===== config.mk =====
export PLATFORM = sky130hd
export DESIGN_NAME = latch_output_monitor
export DESIGN_NICKNAME = d
export VERILOG_FILES = /design/src/rtl/latch_output_monitor_pkg.sv /design/src/rtl/latch_output_monitor_bit_synchronizer.sv /design/src/rtl/latch_output_monitor.sv
export SDC_FILE = /design/constraint.sdc
export NUM_CORES = 1
export LEC_CHECK = 0
export ABC_AREA = 0
export CORE_ASPECT_RATIO = 1.5
export CORE_MARGIN = 8
export CORE_UTILIZATION = 27
export CTS_BUF_LIST = sky130_fd_sc_hd__clkbuf_2
export DETAILED_ROUTE_END_ITERATION = 6
export PLACE_DENSITY_LB_ADDON = 0.12
export SETUP_SLACK_MARGIN = 0.3
export SYNTH_ARGS = -nofsm -noshare
export SYNTH_HDL_FRONTEND = slang
export SYNTH_SLANG_ARGS = --single-unit
export TNS_END_PERCENT = 100

===== constraint.sdc =====
create_clock -name clk -period 2.4 [get_ports clk]
set_input_delay 0.24 -clock clk [delete_from_list [all_inputs] [get_ports clk]]
set_output_delay 0.24 -clock clk [all_outputs]
set_load 0.005 [all_outputs]

===== src/rtl/latch_output_monitor_pkg.sv =====
`default_nettype none
// ============================================================================
// Module      : latch_output_monitor_pkg
// Description : Shared FSM state encodings and synchronizer reset values for
//               the latch output monitor.
// Revision    : 1.0 - initial release
// ============================================================================
package latch_output_monitor_pkg;

  typedef enum logic [1:0] {
    ST_SETTLE  = 2'd0,
    ST_STABLE  = 2'd1,
    ST_INVALID = 2'd2,
    ST_UNUSED  = 2'd3
  } state_e;

  // Reset values of the synchronized pair: a legal "latch holds 0" pair
  localparam logic Q_RST_VAL    = 1'b0;
  localparam logic NOTQ_RST_VAL = 1'b1;

  // A latch pair is meaningful only when the two outputs are complementary
  function automatic logic pair_is_good(input logic q, input logic notq);
    return q ^ notq;
  endfunction

endpackage
`default_nettype wire


===== src/rtl/latch_output_monitor_bit_synchronizer.sv =====
`default_nettype none
// ============================================================================
// Module      : bit_synchronizer
// Description : Multi-flop synchronizer for one asynchronous bit, with a
//               configurable reset value.
// Revision    : 1.0 - initial release
// ============================================================================
module bit_synchronizer #(
  parameter int   STAGES  = 2,
  parameter logic RST_VAL = 1'b0
) (
  input  logic clk,
  input  logic rst,
  input  logic d,
  output logic q
);

  logic [STAGES-1:0] sync_q;
  logic [STAGES-1:0] sync_d;

  // Shift the asynchronous input one stage deeper each clock
  always_comb begin
    sync_d = {sync_q[STAGES-2:0], d};
  end

  // Chain registers, restored to the reset value on rst
  always_ff @(posedge clk) begin
    if (rst) begin
      sync_q <= {STAGES{RST_VAL}};
    end else begin
      sync_q <= sync_d;
    end
  end

  assign q = sync_q[STAGES-1];

endmodule
`default_nettype wire


===== src/rtl/latch_output_monitor.sv =====
`default_nettype none
// ============================================================================
// Module      : latch_output_monitor
// Description : Synchronizes a D latch's Q/notQ pair, filters glitches,
//               checks complementarity and publishes a qualified level,
//               edge pulses, a saturating edge count and a sticky error.
// Revision    : 1.0 - initial release
// ============================================================================
module latch_output_monitor
  import latch_output_monitor_pkg::*;
#(
  parameter int SYNC_STAGES   = 2,
  parameter int FILTER_CYCLES = 4,
  parameter int CNT_W         = 8
) (
  input  logic             clk,
  input  logic             rst,
  input  logic             Q,
  input  logic             notQ,
  input  logic             clr_cnt,
  output logic             q_out,
  output logic             valid,
  output logic             rise,
  output logic             fall,
  output logic             invalid_err,
  output logic [CNT_W-1:0] edge_cnt,
  output logic [1:0]       state
);

  localparam int              FC_W   = $clog2(FILTER_CYCLES + 1);
  localparam logic [FC_W-1:0] FC_MAX = FC_W'(FILTER_CYCLES);

  logic q_s;
  logic notq_s;

  bit_synchronizer #(.STAGES(SYNC_STAGES), .RST_VAL(Q_RST_VAL)) u_sync_q (
    .clk (clk),
    .rst (rst),
    .d   (Q),
    .q   (q_s)
  );

  bit_synchronizer #(.STAGES(SYNC_STAGES), .RST_VAL(NOTQ_RST_VAL)) u_sync_notq (
    .clk (clk),
    .rst (rst),
    .d   (notQ),
    .q   (notq_s)
  );

  logic [1:0]       pair;
  logic             good;
  logic             bad_hit;
  logic             settle_hit;

  logic [1:0]       prev_pair_q,   prev_pair_d;
  logic [FC_W-1:0]  settle_cnt_q,  settle_cnt_d;
  logic [FC_W-1:0]  bad_cnt_q,     bad_cnt_d;
  state_e           state_q,       state_d;
  logic             q_out_q,       q_out_d;
  logic             valid_q,       valid_d;
  logic             rise_q,        rise_d;
  logic             fall_q,        fall_d;
  logic             err_q,         err_d;
  logic [CNT_W-1:0] edge_cnt_q,    edge_cnt_d;

  assign pair = {q_s, notq_s};
  assign good = pair_is_good(q_s, notq_s);

  // Stability and bad-run counters; both saturate at FILTER_CYCLES
  always_comb begin
    prev_pair_d  = pair;
    settle_cnt_d = '0;
    bad_cnt_d    = '0;
    if (good) begin
      if (pair == prev_pair_q) begin
        settle_cnt_d = (settle_cnt_q == FC_MAX) ? settle_cnt_q : settle_cnt_q + FC_W'(1);
      end else begin
        settle_cnt_d = FC_W'(1);
      end
    end else begin
      bad_cnt_d = (bad_cnt_q == FC_MAX) ? bad_cnt_q : bad_cnt_q + FC_W'(1);
    end
  end

  // Decisions use the next counter values so the outputs register on the
  // same edge at which a count reaches FILTER_CYCLES. A bad run only fires
  // once on arrival, so clr_cnt can clear the error while the run persists.
  assign settle_hit = (settle_cnt_d == FC_MAX);
  assign bad_hit    = (bad_cnt_d == FC_MAX) && (bad_cnt_q != FC_MAX);

  // Next-state and registered-output logic for the qualification FSM
  always_comb begin
    state_d = state_q;
    q_out_d = q_out_q;
    valid_d = valid_q;
    rise_d  = 1'b0;
    fall_d  = 1'b0;
    if (bad_hit) begin
      state_d = ST_INVALID;
      valid_d = 1'b0;
    end else begin
      case (state_q)
        ST_SETTLE: begin
          if (settle_hit) begin
            q_out_d = q_s;
            valid_d = 1'b1;
            rise_d  = q_s & ~q_out_q;
            fall_d  = ~q_s & q_out_q;
            state_d = ST_STABLE;
          end
        end
        ST_STABLE: begin
          if (good && (q_s != q_out_q)) begin
            state_d = ST_SETTLE;
          end
        end
        ST_INVALID: begin
          if (good) begin
            state_d = ST_SETTLE;
          end
        end
        default: begin
          state_d = ST_SETTLE;
        end
      endcase
    end
  end

  // Sticky error (a new set beats clr_cnt) and saturating edge counter
  // (clr_cnt beats a coincident edge)
  always_comb begin
    err_d = err_q;
    if (bad_hit) begin
      err_d = 1'b1;
    end else if (clr_cnt) begin
      err_d = 1'b0;
    end
    edge_cnt_d = edge_cnt_q;
    if (clr_cnt) begin
      edge_cnt_d = '0;
    end else if ((rise_q | fall_q) && !(&edge_cnt_q)) begin
      edge_cnt_d = edge_cnt_q + CNT_W'(1);
    end
  end

  // All monitor state, restored together on rst
  always_ff @(posedge clk) begin
    if (rst) begin
      prev_pair_q  <= {Q_RST_VAL, NOTQ_RST_VAL};
      settle_cnt_q <= '0;
      bad_cnt_q    <= '0;
      state_q      <= ST_SETTLE;
      q_out_q      <= 1'b0;
      valid_q      <= 1'b0;
      rise_q       <= 1'b0;
      fall_q       <= 1'b0;
      err_q        <= 1'b0;
      edge_cnt_q   <= '0;
    end else begin
      prev_pair_q  <= prev_pair_d;
      settle_cnt_q <= settle_cnt_d;
      bad_cnt_q    <= bad_cnt_d;
      state_q      <= state_d;
      q_out_q      <= q_out_d;
      valid_q      <= valid_d;
      rise_q       <= rise_d;
      fall_q       <= fall_d;
      err_q        <= err_d;
      edge_cnt_q   <= edge_cnt_d;
    end
  end

  assign q_out       = q_out_q;
  assign valid       = valid_q;
  assign rise        = rise_q;
  assign fall        = fall_q;
  assign invalid_err = err_q;
  assign edge_cnt    = edge_cnt_q;
  assign state       = state_q;

endmodule
`default_nettype wire


After elaboration in Yosys (flattened, before gate mapping)
Index checks and enable logic that the tools add are counted.
{ "totals": {"regBits": 27, "elab_cells": 66, "inputBits": 5} }
{ "op_classes": {"n_bitwise": 9, "add_sub_neg": 3, "mux": 12, "reduce_logical": 14, "n_eq_ne": 15} }
{ "ops": {"columns": ["cell", "count"], "rows": [
  ["$mux 3", 5],
  ["$eq 3x3->1 const B", 4],
  ["$ne 3x3->1 const B", 4],
  ["$reduce_and 3->1", 3],
  ["$add 8x1->8 const B", 1],
  ["$mux 2", 4],
  ["$reduce_and 8->1", 1],
  ["$add 3x1->3 const B", 2],
  ["$ne 2x2->1 const B", 3],
  ["$pmux 2 s3", 1],
  ["$not 1->1", 5],
  ["$reduce_or 2->1", 2],
  ["$reduce_or 4->1", 1],
  ["$logic_and 1x1->1", 3],
  ["$and 1x1->1", 2],
  ["$eq 2x1->1 const B", 1],
  ["$eq 2x2->1", 1],
  ["$eq 2x2->1 const B", 1],
  ["$logic_not 2->1", 1],
  ["$mux 1", 2],
  ["$reduce_and 2->1", 1],
  ["$reduce_bool 2->1", 1],
  ["$logic_not 1->1", 1],
  ["$ne 1x1->1", 1],
  ["2 further kinds", 2]
]} }

Logic depth before layout (Yosys ltp)
Gate-level depths: netlist (run 1).
{ "logic_depth": {"ltp_word": 8, "ltp_mapped": 6} }

Modules after synthesis
Synthesis (run 1) repeated with hierarchy kept, for this count alone.
{ "unflattened": {"hier_cells": 125, "hier_area_um2": 1183.6} }
{ "modules_own_cells": {"columns": ["mod", "instances", "cells_per_inst", "area_per_inst_um2", "seq_area_each_um2"], "rows": [
  ["latch_output_monitor", 1, 117, 1078.5, 460.4],
  ["bit_synchronizer", 2, 4, 52.6, 40.0]
]} }

Worst setup path after synthesis (run 1)
No wires, ideal clock.
{ "synth_timing": {"path_kind": "register to register", "startpoint": "register settle_cnt_q[0]", "endpoint": "register q_out_q, in the netlist q_out", "required_time_ns": 2.279, "path_stages_with_launch": 6, "arrival_ns": 1.637, "n_path_buf": 0, "setup_slack_ns": 0.641, "cell_sequence": "dfxtp_1 -> inv_1 -> ha_1 -> or3_1 -> or3_4 -> mux2_4"} }
{ "synth_between": {"elab_chain_len": 6, "word_cells_on_any_way": 7, "cone_classes": "add/sub (1); eq/ne (2); mux (3); reduce/logical (1)"} }
{ "synth_lines": {"columns": ["item", "line", "rtl"], "rows": [
  ["start: declaration", "latch_output_monitor.sv:56", "logic [FC_W-1:0] settle_cnt_q, settle_cnt_d;"],
  ["start signal: assignment", "latch_output_monitor.sv:161", "settle_cnt_q <= settle_cnt_d;"],
  ["$add 3x1->3 or $eq 3x3->1 (tied branches)", "latch_output_monitor.sv:76", "settle_cnt_d = (settle_cnt_q == FC_MAX) ? settle_cnt_q : settle_cnt_q + FC_W'(1);"],
  ["$mux 3 (*)", "latch_output_monitor.sv:76", null],
  ["$mux 3 (*)", "latch_output_monitor.sv:75", "if (pair == prev_pair_q) begin"],
  ["$mux 3 (*)", "latch_output_monitor.sv:74", "if (good) begin"],
  ["$eq 3x3->1 (*)", "latch_output_monitor.sv:88", "assign settle_hit = (settle_cnt_d == FC_MAX);"],
  ["$reduce_and 3->1 (no source line) (*)", null, null],
  ["end signal: assignment", "latch_output_monitor.sv:164", "q_out_q <= q_out_d;"],
  ["end: declaration", "latch_output_monitor.sv:59", "logic q_out_q, q_out_d;"]
]} }
Every way passes the cells marked *; elsewhere a longest branch is shown, timed or not.
A chain may end at the register's enable or synchronous reset.

Final worst setup path (run 1)
Ends and elaborated chain as after synthesis.

==> results.rst, run 1 <==
.. list-table::
   :header-rows: 1

   * - Metric
     - Value
   * - Outcome
     - complete, no violations
   * - Antenna violations before repair
     - 0
   * - Detailed-placement wirelength estimate
     - 2010 um
   * - Cell breakdown of the critical path
     - inv_1 > ha_1 > or3_1 > or3_4 > mux2_4
   * - Slack of the worst reg-to-reg path
     - between 0.5 and 0.6 ns
   * - Buffers from clock root to sink, at most
     - 2
   * - Part of the cycle the worst path needs
     - 0.780
   * - DP Cell Count
     - 194
   * - Synthesized instance count
     - approximately 130
   * - Port Buf Inserts
     - 19
   * - Post-synthesis cell area
     - 1230 um^2
   * - Antenna diode count
     - 0
   * - Num rows
     - 30
   * - Leading post-synthesis cells by cell area
     - sky130_fd_sc_hd__dfxtp_1 (44%), sky130_fd_sc_hd__ha_1 (7.1%), sky130_fd_sc_hd__xnor2_1 (3.6%)
   * - Number of levels in the clock H-tree
     - 1
   * - Final sum of negative setup slack
     - 0 ns
   * - Starting density of the core
     - 0.275
   * - Area delta synth->final
     - 21.7%
   * - Start-to-end type of the worst setup path
     - flop to flop
   * - Setup violation total in the final timing report
     - 0
   * - Total number of clock tree sinks
     - 27
   * - Die Footprint
     - roughly 7000 um^2
   * - Final nets
     - 163
   * - Predominant post-synthesis flop cell
     - sky130_fd_sc_hd__dfxtp_1
   * - Post-CTS Resized
     - 0
   * - Worst-Skew Late Latency
     - 0.35 ns
   * - # Post-CTS Setup Buffers
     - 0
   * - Critical Path End Type
     - flop
   * - Count of flip-flops with a built-in enable after synthesis
     - 0
   * - Data arrival time of the critical path
     - about 2.2 ns
   * - First-pass GRT wire length
     - 4260 um
   * - Routed wire length
     - approximately 2500 um
   * - Cell accounting for the most synthesized area
     - sky130_fd_sc_hd__dfxtp_1
   * - Largest net degree at the start of global routing
     - 15
   * - Total global routing overflow
     - 0
   * - Syn. warnings
     - 0
   * - Ys async rst share
     - 0
   * - Drt first pass iters
     - 2
   * - CTS buffer count
     - 3
   * - Post-layout instance area
     - 1490 um^2
   * - Clock Tree Root
     - sky130_fd_sc_hd__clkbuf_2
   * - Fraction of final layout cells sized beyond drive strength 1
     - 0.100
   * - Floorplan Core Area
     - 4470 um^2
   * - Hold Vio Cnt, Final
     - 0
   * - Die boundary height
     - 98.6 um
   * - Delay of the slowest critical-path stage
     - about 0.45 ns
   * - Post-Synthesis Net Count
     - 141
   * - Final weighted congestion of routability-driven global placement
     - 0.753
   * - Post-synth top area share
     - 0.440
   * - Power density over the cells
     - roughly 470 nW/um^2
   * - Max_slew headroom
     - 0.734
   * - Worst reg-to-reg path cell count
     - 5
   * - Clock-pin slew on the worst setup and hold paths
     - 0.24 ns
   * - Unrepaired setup endpoints after global routing
     - false
   * - Iteration-0 DRC Markers
     - 22
   * - Mean number of vias per cell
     - 4.89
   * - Maximum clock frequency
     - 534 MHz
   * - Routed wire length per instance
     - 12.8 um
   * - Sequential fraction of the synthesis area
     - 0.440
   * - Category of the worst setup path launch point
     - flop
   * - Synthesized flop and latch total
     - 27
   * - Final worst clock skew
     - 0.00181 ns
   * - Maximum fanout count along the critical path
     - 6
   * - Hold-critical path depth
     - 2
   * - Instance area at placement
     - between 1000 and 1500 um^2
   * - Worst path required time
     - 2.69 ns
   * - Global-route usage over all layers
     - 0.0765
   * - Minimum clock period
     - 1.87 ns
   * - DR DRC count
     - 0
   * - Via count of the routed design
     - 969
   * - Pleak
     - 0.528 nW
   * - Max-Cap Viols
     - 0
   * - Post-CTS Hold Fix Bufs
     - 0
   * - Number of top-level design ports
     - 20
   * - Via count of the first global-routing pass
     - between 900 and 1000
   * - Commonest cells in the netlist
     - sky130_fd_sc_hd__dfxtp_1 (27), sky130_fd_sc_hd__nor2_1 (10), sky130_fd_sc_hd__inv_1 (9)
   * - CTS tree
     - built
   * - Final antenna-violating net count
     - 0
   * - HP Class
     - input port to flop
   * - Final non-filler cell total
     - 198
   * - Die X
     - approximately 71 um
   * - Post-synthesis average cell area
     - 9.51 um^2
   * - Count of final max-slew check failures
     - 0
   * - Worst slew pin tran
     - 0.398 ns
   * - Cell variety after synth
     - 39
   * - CP max stage cell
     - sky130_fd_sc_hd__dfxtp_1
   * - Max VDD drop
     - 0.200 mV
   * - Library cell with the highest instance count after synthesis
     - sky130_fd_sc_hd__dfxtp_1
==> kinds of logic (layout without fill, tap and decap cells) <==
family                     count (synthesis)  after routing  share of synthesized area
AOI/OAI and AO/OA                         24             24                      0.135
xor gates and xnor gates                   6              6                     0.0428
adders and majority gates                  7              7                     0.0714
buffers and inverters                     12             33                     0.0367
DFF                                       27             27                      0.440
muxes                                      2              2                     0.0204
and+or+nand+nor                           51             51                      0.254
==> placed cells by master (no fill, tap or decap), types with 3 or more instances in the layout <==
cell type | synthesis | final
sky130_fd_sc_hd__nor2b_1 | 3 | 3
sky130_fd_sc_hd__nor2_1 | 10 | 10
sky130_fd_sc_hd__and2b_1 | 3 | 3
sky130_fd_sc_hd__nor3b_1 | 5 | 5
sky130_fd_sc_hd__inv_1 | 9 | 9
sky130_fd_sc_hd__nand3b_1 | 3 | 3
sky130_fd_sc_hd__nor3_1 | 6 | 6
sky130_fd_sc_hd__o21ai_0 | 6 | 6
sky130_fd_sc_hd__a21oi_1 | 4 | 4
sky130_fd_sc_hd__a211oi_1 | 3 | 3
sky130_fd_sc_hd__ha_1 | 7 | 7
sky130_fd_sc_hd__xnor2_1 | 5 | 5
sky130_fd_sc_hd__dfxtp_1 | 27 | 27
sky130_fd_sc_hd__clkdlybuf4s50_1 | 0 | 19
sky130_fd_sc_hd__nand2_1 | 3 | 3
sky130_fd_sc_hd__or2_2 | 5 | 5
sky130_fd_sc_hd__clkbuf_2 | 0 | 4
==> power breakdown <==
| group | switching [W] | internal [W] | leakage, nW |
|---|---|---|---|
| logic | 0.0000285 | 0.0000315 | 0.293 |
| registers | 0.00000727 | 0.000459 | 0.219 |
| clock network | 0.000131 | 0.0000440 | 0.0166 |
==> critical path: cells and delay by family (launching register included) <==
kind | cells | cell delay (ns)
AND/OR/NAND/NOR | 2 | 0.67
buffers and inverters | 1 | 0.06
adder cells (fa/ha/maj) | 1 | 0.32
multiplexers | 1 | 0.30
flip-flops | 1 | 0.45
==> state kept, by name, indices dropped and copies added, names as in the netlist <==
signal,cells
u_sync_notq.sync_q,2
valid,1
q_out,1
fall,1
settle_cnt_q,3
prev_pair_q,2
edge_cnt,8
bad_cnt_q,3
rise,1
u_sync_q.sync_q,2
invalid_err,1
state,2
==> path summary, 6_finish.rpt <==
check                              from               endpoint
setup / recovery        settle_cnt_q[0]                  q_out
hold / removal                        Q     u_sync_q.sync_q[0]
setup reg to reg        settle_cnt_q[0]                  q_out
hold reg to reg   u_sync_notq.sync_q[0]  u_sync_notq.sync_q[1]
==> through the flow <==
step | total power, W | worst slack, ns | hold slack [ns] | utilization
after floorplan | 0.000515 | 0.641 | 0.344 | -
after global placement | 0.000534 | 0.593 | 0.394 | 0.330
after detailed placement | 0.000536 | 0.558 | 0.399 | 0.330
after CTS | 0.000719 | 0.525 | 0.380 | 0.334
after global routing | 0.000745 | 0.437 | 0.367 | 0.334
final | 0.000702 | 0.527 | 0.404 | 0.334
==> area by class of cell <==
cell class	count	area, um^2
tap	48	60.1
fill	467	2970
timing repair buffer	20	198
multi-input combinational	90	642
clock buffer	4	20.0
inverter	9	33.8
sequential	27	541
==> metal layers <==
layer  global-route usage  vias to the layer above  routed length, um
met1               0.0777                      452               1070
met4               0.0451                        0                 59
met5                    0                        -                  0
met3               0.0142                        5                 70
li1                     -                      496                  -
met2                0.140                       16               1330
Note: power is estimated with default switching activity, not from simulation.
==> run 2, diff against run 1 <==
==> constraint.sdc (replaced) <==
create_clock -name clk -period 1.6 [get_ports clk]
set_input_delay 0.16 -clock clk [delete_from_list [all_inputs] [get_ports clk]]
set_output_delay 0.16 -clock clk [all_outputs]
set_load 0.005 [all_outputs]
==> run 2 against run 1 <==
Against the previous run: the run now ends with negative setup slack left; cell count is 13% higher; first-iteration DRC count decreased by 41%; global-route usage grew 1.9 points; utilization up 9.0 points; critical path depth unchanged; critical path type unchanged.
==> results.rst, run 2 (same netlist as run 1, synthesis figures left out) <==
.. list-table::
   :header-rows: 1

   * - Metric
     - Value
   * - Count of final max-slew check failures
     - 0 (unchanged)
   * - Die Footprint
     - 7000 um^2 (unchanged)
   * - Power density over the cells
     - 578 nW/um^2 (+23%)
   * - Post-CTS Hold Fix Bufs
     - 0 (unchanged)
   * - Worst path required time
     - 1.90 ns (-0.79 ns)
   * - Die X
     - 71.1 um (unchanged)
   * - Worst-Skew Late Latency
     - 0.36 ns (about the same)
   * - DR DRC count
     - 0 (unchanged)
   * - Slack of the worst reg-to-reg path
     - -0.18 ns (-0.71 ns)
   * - Maximum fanout count along the critical path
     - 3 (-3)
   * - Category of the worst setup path launch point
     - flop
   * - HP Class
     - input port to flop
   * - Port Buf Inserts
     - 19 (unchanged)
   * - Start-to-end type of the worst setup path
     - flop to flop
   * - Slack of the critical path
     - -0.179 ns (-0.706 ns)
   * - Num rows
     - 30 (unchanged)
   * - Max-Cap Viols
     - 0 (unchanged)
   * - Flip-flop count of the largest register, all copies and words added
     - 8 (unchanged)
   * - Worst slew pin tran
     - 0.365 ns (-0.0325 ns)
   * - Minimum clock period
     - 1.78 ns (-0.0937 ns)
   * - Total global routing overflow
     - 0 (unchanged)
   * - Leading cell type in the layout, fill and taps excluded
     - sky130_fd_sc_hd__buf_4
   * - Unrepaired setup endpoints after global routing
     - true
   * - Pint
     - 0.000819 W (+53%)
   * - Routed wire length per instance
     - 14.7 um (+15%)
   * - Part of the power in the clock network
     - 0.242 (-0.008)
   * - Maximum clock frequency
     - 562 MHz (+5.3%)
   * - Drt first pass iters
     - 4 (+2)
   * - Floorplan Core Area
     - 4470 um^2 (unchanged)
   * - Clock-pin slew on the worst setup and hold paths
     - 0.28 ns (+0.04 ns)
   * - First-pass GRT wire length
     - 5380 um (+26%)
   * - Instance area at placement
     - 1550 um^2 (+4.8%)
   * - Antenna diode count
     - 0 (unchanged)
   * - Global-route usage over all layers
     - 0.0952 (+0.0187)
   * - Antenna violations before repair
     - 0 (unchanged)
   * - Via count of the first global-routing pass
     - 1170 (+26%)
   * - Part of the cycle the worst path needs
     - 1.11 (+0.332)
   * - P_sw
     - 0.000278 W (+67%)
   * - Number of top-level design ports
     - 20 (unchanged)
   * - Setup violation total in the final timing report
     - 4 (+4)
   * - Outcome
     - finished with violations
   * - Mean number of vias per cell
     - 5.00 (+2.2%)
   * - Max VDD drop
     - 0.394 mV (+97%)
   * - Pleak
     - 0.774 nW (+46%)
   * - Final worst clock skew
     - 0.0249 ns (+0.0231 ns)
   * - Final weighted congestion of routability-driven global placement
     - 0.763 (+1.4%)
   * - Number of levels in the clock H-tree
     - 1 (unchanged)
   * - CTS buffer count
     - 3 (unchanged)
   * - Critical Path End Type
     - flop
   * - Max_slew headroom
     - 0.755 (+0.0209)
   * - Detailed-placement wirelength estimate
     - 2100 um (+4.2%)
   * - Iteration-0 DRC Markers
     - 13 (-41%)
   * - Post-route worst hold slack
     - 0.324 ns (-0.0797 ns)
   * - Fraction of final layout cells sized beyond drive strength 1
     - 0.545 (+0.445)
   * - Share of power burned in registers
     - 0.634 (-0.031)
   * - CTS tree
     - built
   * - Final nets
     - 189 (+16%)
   * - Post-layout instance area
     - 1900 um^2 (+27%)
   * - Die boundary height
     - 98.6 um (unchanged)
   * - Highest-count cells in the layout ignoring fill and taps
     - sky130_fd_sc_hd__buf_4 (20), sky130_fd_sc_hd__dfxtp_2 (16), sky130_fd_sc_hd__nor2_1 (10)
   * - Largest net degree at the start of global routing
     - 20 (+5)
   * - Hold Vio Cnt, Final
     - 0 (unchanged)
   * - Share of total power consumed by net switching
     - 0.254 (+0.0156)
   * - Routed wire length
     - 3280 um (+30%)
   * - Via count of the routed design
     - 1120 (+16%)
   * - Combinational Power Share
     - 0.124 (+0.039)
   * - Violated checks
     - negative setup slack
   * - Data arrival time of the critical path
     - 2.08 ns (-0.08 ns)
   * - Buffers from clock root to sink, at most
     - 2 (unchanged)
   * - Area delta synth->final
     - 54.6%
   * - Clock Tree Root
     - sky130_fd_sc_hd__clkbuf_2
   * - Total number of clock tree sinks
     - 27 (unchanged)
   * - Final antenna-violating net count
     - 0 (unchanged)
   * - Starting density of the core
     - 0.275 (unchanged)
run 2: per-layer routing:
metal	wire [um]	GRT usage	part of all wire	vias to the layer above
met4	24	0.0386	0.0073	0
li1	-	-	-	551
met2	1830	0.182	0.56	17
met5	0	0	0	-
met3	155	0.0274	0.047	2
met1	1280	0.0908	0.39	550
run 2: per-stage QoR:
stage	setup TNS (ns)	setup slack [ns]	std cells	power, W	utilization
2_1_floorplan	-0.0634	-0.0634	129	0.000781	-
3_3_place_gp	-0.0863	-0.0863	199	0.000819	0.346
3_5_place_dp	-0.121	-0.121	199	0.000825	0.346
4_1_cts	-0.342	-0.112	221	0.00110	0.403
5_1_grt	-0.861	-0.231	224	0.00116	0.425
6_report	-0.614	-0.179	224	0.00110	0.425
run 2: layout make-up:
class                      count  area, um^2
timing repair buffer          46         400
clock inverter                 1        5.00
tap                           48        60.1
inverter                       9        33.8
sequential                    27         576
multi-input combinational     90         808
clock buffer                   3        15.0
fill                         455        2570
run 2: timing repair:
| item | CTS | global route |
|---|---|---|
| pin swaps | 7 | 18 |
| gates resized for setup | 59 | 29 |
| endpoints found under the setup margin | 28 | 21 |
| buffers inserted | 18 | 3 |
run 2: power groups by stage:
| stage | clock (W) | combinational, W | sequential [W] |
|---|---|---|---|
| 2_1_floorplan | 0 | 0.0000702 | 0.000711 |
| 3_3_place_gp | 0 | 0.000107 | 0.000712 |
| 3_5_place_dp | 0 | 0.000112 | 0.000713 |
| 4_1_cts | 0.000281 | 0.000127 | 0.000694 |
| 5_1_grt | 0.000312 | 0.000151 | 0.000698 |
| 6_report | 0.000265 | 0.000136 | 0.000696 |
run 2: worst max-delay path, stage by stage, from the launching register on:
cell,delay (ns)
sky130_fd_sc_hd__dfxtp_2,0.41
sky130_fd_sc_hd__inv_2,0.04
sky130_fd_sc_hd__ha_4,0.24
sky130_fd_sc_hd__or3_4,0.31
sky130_fd_sc_hd__or3_4,0.41
sky130_fd_sc_hd__mux2_4,0.30
run 2: final timing paths:
check,start,to,depth (start not counted)
max,settle_cnt_q[1],q_out,5
min,Q,u_sync_q.sync_q[0],2
max reg2reg,settle_cnt_q[1],q_out,5
min reg2reg,u_sync_notq.sync_q[0],u_sync_notq.sync_q[1],1
